**src/rtl/nn_address_generator.sv**
```systemverilog
// ---------------------------------------------------------------------------
// nn_address_generator
//
// Walks every (neuron, input) pair of one neural-network layer and issues an
// input-buffer address and a weight-memory address per beat for the MAC/ALU
// datapath. The last beat of each neuron's dot product is flagged, and a
// sticky done is raised once the whole layer has been issued.
//
// Optional feature macro:
//   NN_AG_BIAS_EN  - when defined, every neuron gets one extra "bias" beat
//                    after its last input. That beat points at the neuron's
//                    bias weight slot (weight stride becomes N_INPUTS+1), drives
//                    in_addr=0 and carries last_input instead of input
//                    N_INPUTS-1.
//
// Parameters:
//   N_INPUTS     inputs per neuron (>= 1)
//   N_NEURONS    neurons per layer (>= 1)
//   ADDR_W       width of in_addr / w_addr / neuron_idx
//   WEIGHT_BASE  weight-memory address of neuron 0 / input 0
//
// Ports:
//   clk         in   rising-edge clock
//   reset_n     in   asynchronous active-low reset
//   ag_rst      in   synchronous restart (wins over ag_read)
//   ag_read     in   advance enable, one beat per cycle while high
//   in_addr     out  input-buffer address (input index, 0 on bias beats)
//   w_addr      out  weight-memory address, (WEIGHT_BASE + beat) mod 2^ADDR_W
//   addr_valid  out  addresses issued this cycle
//   last_input  out  current beat closes a neuron's dot product
//   neuron_idx  out  neuron that owns the current beat
//   done        out  sticky, layer fully issued
//   state_dbg   out  current FSM state (IDLE=0, RUN=1, DONE=2) for observation
//
// Handshake: ag_read is a plain enable with no back-pressure. Each cycle it is
// sampled high (with ag_rst low, layer not finished) issues exactly one beat,
// visible on the outputs with addr_valid=1 one cycle later. There is no
// ready; the consumer must accept every valid beat.
// ---------------------------------------------------------------------------
module nn_address_generator #(
  parameter int N_INPUTS    = 4,
  parameter int N_NEURONS   = 2,
  parameter int ADDR_W      = 8,
  parameter int WEIGHT_BASE = 0
) (
  input  logic              clk,
  input  logic              reset_n,
  input  logic              ag_rst,
  input  logic              ag_read,
  output logic [ADDR_W-1:0] in_addr,
  output logic [ADDR_W-1:0] w_addr,
  output logic              addr_valid,
  output logic              last_input,
  output logic [ADDR_W-1:0] neuron_idx,
  output logic              done,
  output logic [1:0]        state_dbg
);

`ifdef NN_AG_BIAS_EN
  localparam bit BIAS_EN          = 1'b1;
  localparam int BEATS_PER_NEURON = N_INPUTS + 1;
`else
  localparam bit BIAS_EN          = 1'b0;
  localparam int BEATS_PER_NEURON = N_INPUTS;
`endif

  // Per-neuron beat index at which the dot product closes; with bias beats
  // enabled this is the bias slot (index N_INPUTS), otherwise N_INPUTS-1.
  localparam logic [ADDR_W-1:0] LAST_BEAT   = ADDR_W'(BEATS_PER_NEURON - 1);
  localparam logic [ADDR_W-1:0] LAST_NEURON = ADDR_W'(N_NEURONS - 1);
  localparam logic [ADDR_W-1:0] BIAS_IDX    = ADDR_W'(N_INPUTS);
  localparam logic [ADDR_W-1:0] W_START     = ADDR_W'(WEIGHT_BASE);

  typedef enum logic [1:0] {
    S_IDLE = 2'd0,
    S_RUN  = 2'd1,
    S_DONE = 2'd2
  } state_t;

  state_t            state;
  logic [ADDR_W-1:0] in_idx;
  logic [ADDR_W-1:0] n_idx;
  logic [ADDR_W-1:0] w_ptr;

  // Beat decode from the current counters (used only when a beat issues).
  logic [ADDR_W-1:0] beat_in_addr;
  logic              beat_last;
  logic              beat_final;

  always_comb begin
    beat_in_addr = in_idx;
    beat_last    = 1'b0;
    beat_final   = 1'b0;
    // The bias beat reads no input, so it presents address 0.
    if (BIAS_EN && (in_idx == BIAS_IDX)) begin
      beat_in_addr = '0;
    end
    if (in_idx == LAST_BEAT) begin
      beat_last = 1'b1;
      if (n_idx == LAST_NEURON) begin
        beat_final = 1'b1;
      end
    end
  end

  // Single FSM block: state, counters and all registered outputs.
  // The weight pointer simply increments per beat; because the bias slot (if
  // any) is just another beat, the per-neuron stride falls out naturally.
  always_ff @(posedge clk or negedge reset_n) begin
    if (!reset_n) begin
      state      <= S_IDLE;
      in_idx     <= '0;
      n_idx      <= '0;
      w_ptr      <= W_START;
      in_addr    <= '0;
      w_addr     <= '0;
      neuron_idx <= '0;
      addr_valid <= 1'b0;
      last_input <= 1'b0;
      done       <= 1'b0;
    end else if (ag_rst) begin
      state      <= S_IDLE;
      in_idx     <= '0;
      n_idx      <= '0;
      w_ptr      <= W_START;
      in_addr    <= '0;
      w_addr     <= '0;
      neuron_idx <= '0;
      addr_valid <= 1'b0;
      last_input <= 1'b0;
      done       <= 1'b0;
    end else begin
      case (state)
        S_IDLE, S_RUN: begin
          if (ag_read) begin
            in_addr    <= beat_in_addr;
            w_addr     <= w_ptr;
            neuron_idx <= n_idx;
            addr_valid <= 1'b1;
            last_input <= beat_last;
            w_ptr      <= w_ptr + ADDR_W'(1);
            if (beat_last) begin
              in_idx <= '0;
              n_idx  <= n_idx + ADDR_W'(1);
            end else begin
              in_idx <= in_idx + ADDR_W'(1);
            end
            if (beat_final) begin
              state <= S_DONE;
              done  <= 1'b1;
            end else begin
              state <= S_RUN;
            end
          end else begin
            // Pause: addresses and counters hold, strobes drop.
            addr_valid <= 1'b0;
            last_input <= 1'b0;
          end
        end
        S_DONE: begin
          // Layer exhausted: ag_read is ignored until a restart.
          addr_valid <= 1'b0;
          last_input <= 1'b0;
          done       <= 1'b1;
        end
        default: begin
          state      <= S_IDLE;
          addr_valid <= 1'b0;
          last_input <= 1'b0;
        end
      endcase
    end
  end

  assign state_dbg = state;

  // last_input is a qualifier of a valid beat, never a standalone strobe.
  a_last_needs_valid : assert property (
    @(posedge clk) disable iff (!reset_n) last_input |-> addr_valid
  );

  // Once the layer is finished no further beats may appear until a restart.
  a_no_beat_after_done : assert property (
    @(posedge clk) disable iff (!reset_n) (done && !ag_rst) |=> !addr_valid
  );

endmodule

```
**config.mk**
```make
export PLATFORM = sky130hd
export DESIGN_NAME = nn_address_generator
export DESIGN_NICKNAME = d
export VERILOG_FILES = /design/src/rtl/nn_address_generator.sv
export SDC_FILE = /design/constraint.sdc
export NUM_CORES = 1
export LEC_CHECK = 0
export ABC_AREA = 1
export CORE_MARGIN = 1.5
export CORE_UTILIZATION = 59
export DETAILED_ROUTE_END_ITERATION = 10
export GPL_TIMING_DRIVEN = 0
export MAX_ROUTING_LAYER = met4
export PLACE_DENSITY = 0.85
export SLEW_MARGIN = 5
export SYNTH_ARGS = -nofsm -noshare
export SYNTH_HDL_FRONTEND = slang
export SYNTH_SLANG_ARGS = --single-unit
export TNS_END_PERCENT = 5
```
**constraint.sdc**
```tcl
create_clock -name clk -period 2.62 [get_ports clk]
set_input_delay 0.524 -clock clk [delete_from_list [all_inputs] [get_ports clk]]
set_output_delay 0.524 -clock clk [all_outputs]
set_load 0.01 [all_outputs]
```
==> metrics.cfg <==
[layout]
nNetsFinal = 355
antennaDiodeCount = 0
area_delta_synth_final_pct = 18.0
seqCellArea_um2 = 1330
layout-drive-gt1-share_pct = 12.4
design_area_um2 = 3080
fillers = 333
multi_input_area_um2 = 1050

[sta]
worstMarginPinSlew_ns = 0.597
hold_viol = 0
slew_headroom_pct = 60.2
period_share_pct = 70.9
setup_viol = 0
drv_slew = 0
rsz0062_at_grt = no
hold_ws_ns = 0.213
skew_ns = 0.00384
timing.fmax_mhz = 538
min_period_ns = 1.86

[yosys]
yosysMostFrequentCell = nand2_1
syn_nets = 316
synth-edff-count = 0
syn_area_um2 = 2610
ys_top_cells_by_count = nand2_1, dfrtp_1, inv_1, nor2_1, o21ai_1
synth_flop_cell = dfrtp_1
yosysWarningCount = 0
synth.yosys.seq_area_share_pct = 50.8
synthCells = 308
synth_area_leaders = dfrtp_1, nand2_1, inv_1, o21ai_1, nand3_1
ys_types = 29
avgSynthCellArea_um2 = 8.48
async_flop_share_pct = 100
ys_ff_latch = 53
synth_top_area_cell = dfrtp_1
yosys.area.top_type_share_pct = 50.8

[clock_tree]
ctsHoldBuffers = 0
path_clk_slew_ns = 0.09
cts-root-buf = clkbuf_8
cts_setup_buffers = 0
cts_buffer_depth = 2
cts_sinks = 53
cts_resized = 0
insertion_delay_ns = 0.30
htree_levels = 2
cts_made_buffers = 5
cts_tree = done

[floorplan]
fp.coreArea_um2 = 4290
die-height_um = 69.5
placementRows = 24
initial_core_util_pct = 60.8
io_pins = 33
die_area_um2 = 4830
die_w_um = 69.5

[power]
p_int_w = 0.00110
ir_drop_v = 0.000259
swShare_pct = 26.6
p_clk_share_pct = 30.1
p_leak_nw = 1.46
power.switching_w = 0.000397
combPwrFrac_pct = 11.9
seq_power_share_pct = 58.1
power_density_nw_per_um2 = 485

[critical_path]
slowest_delay_ns = 0.58
start_kind = register
cp_max_fo = 5
r2r_cells = 9
crit_type = register to primary output
worstSetupEndpointType = primary output
crit_arrival_ns = 1.33
path_cells = clkdlybuf4s50_1
crit_family = buffers and inverters
r2r_start = beat_in_addr[1]$_DFFE_PN0P_
worstPathRequired_ns = 2.10
cp_slowest_cell = clkdlybuf4s50_1
crit_buf_inv = 1
rr_endpoint = n_idx[3]$_DFFE_PN0P_
r2r_setup_slack_ns = 1.04

[route]
drt_wl_total_mm = 5.81
viasPerCell = 5.46
routedWlPerCell_um = 14.5
drc_errors = 0
ant_nets = 0
vias = 2183
firstDrtPassIters = 5
drt-initial-drc-count = 293

[outcome]
outcome = complete, no violations

[place]
dp_hpwl_mm = 4.15
numPortBuffers = 31
gp_congestion = 0.880
place_area_um2 = 3000

[global_route]
antenna_found_initial = 0
gr-usage-all-layers_pct = 26.2
grt_overflow = 0
grt_first_pass_wirelength_mm = 9.67
grt_max_degree = 30
grt_pass1_vias = 2089

[job]
maxCapViolations = 0

[min_path]
hold_class = input port to async pin

-- metal layers --
layer / part of all wire (%) / GRT usage (%)
met1: 43 / 33.8
met3: 6.1 / 4.94
met4: 0.93 / 8.06
met5: 0 / -
met2: 49 / 42.2
-- registers in the layout, indices dropped and copies added, names as in the netlist --
| register | flops |
|---|---|
| in_addr | 8 |
| last_input | 1 |
| w_ptr | 8 |
| done | 1 |
| neuron_idx | 8 |
| n_idx | 8 |
| addr_valid | 1 |
| state_dbg | 2 |
| w_addr | 8 |
| beat_in_addr | 8 |
-- cell type report --
class	count	share of cell area (%)
inverter	39	4.83
timing repair buffer	32	10.6
clock buffer	8	2.60
tap	52	2.11
buffer	10	2.64
multi-input combinational	206	34.2
sequential	53	43.0
-- through the flow --
stage	power (W)	cells	setup WS [ns]	utilization, %	setup TNS, ns
2_1_floorplan	0.000988	308	1.28	-	0
5_1_grt	0.00156	400	0.704	71.8	0
3_3_place_gp	0.00105	391	-0.533	69.6	-28.18
6_report	0.00150	400	0.762	71.8	0
3_5_place_dp	0.00106	392	0.670	69.9	0
4_1_cts	0.00150	400	0.759	71.8	0
-- worst max-delay path by stage --
stage,startpoint,cells past startpoint,slack (ns),endpoint
floorplan,ag_rst,7,1.28,w_ptr[3]$_DFFE_PN0P_
detailed placement,ag_read,9,0.67,beat_in_addr[5]$_DFFE_PN0P_
global route,state_dbg[1]$_DFFE_PN0P_,1,0.70,state_dbg[1]
CTS,state_dbg[1]$_DFFE_PN0P_,1,0.76,state_dbg[1]
finish,state_dbg[1]$_DFFE_PN0P_,1,0.76,state_dbg[1]
global placement,reset_n,1,-0.53,in_addr[5]$_DFFE_PN0P_
-- logic make-up (layout without fill, tap and decap cells) --
| group | after synthesis | count (layout) | synth area share, % |
|---|---|---|---|
| compound gates | 43 | 43 | 9.49 |
| xor+xnor | 2 | 2 | 0.671 |
| fa+ha+maj | 4 | 4 | 1.92 |
| buf+inv | 49 | 89 | 8.82 |
| flops | 53 | 53 | 50.8 |
| simple gates | 157 | 157 | 28.3 |
-- power groups by stage --
| stage | Clock (W) | Combinational [W] | Sequential (W) |
|---|---|---|---|
| 2_1_floorplan | 0 | 0.000104 | 0.000883 |
| 3_5_place_dp | 0 | 0.000177 | 0.000884 |
| 4_1_cts | 0.000456 | 0.000179 | 0.000868 |
| 5_1_grt | 0.000496 | 0.000195 | 0.000873 |
| 3_3_place_gp | 0 | 0.000168 | 0.000883 |
| 6_report | 0.000450 | 0.000177 | 0.000868 |
-- cell usage in the layout, fill, tap and decap left out, drive strengths merged, types with 7 or more instances in the layout --
| cell | Yosys | final |
|---|---|---|
| o21ai | 32 | 32 |
| clkbuf | 0 | 8 |
| nand2 | 92 | 92 |
| nor2 | 32 | 32 |
| nand4 | 8 | 8 |
| dfrtp | 53 | 53 |
| buf | 10 | 12 |
| inv | 39 | 39 |
| nand3 | 21 | 21 |
| clkdlybuf4s50 | 0 | 30 |
| a21oi | 7 | 7 |
(Power assumes the default switching activity.)
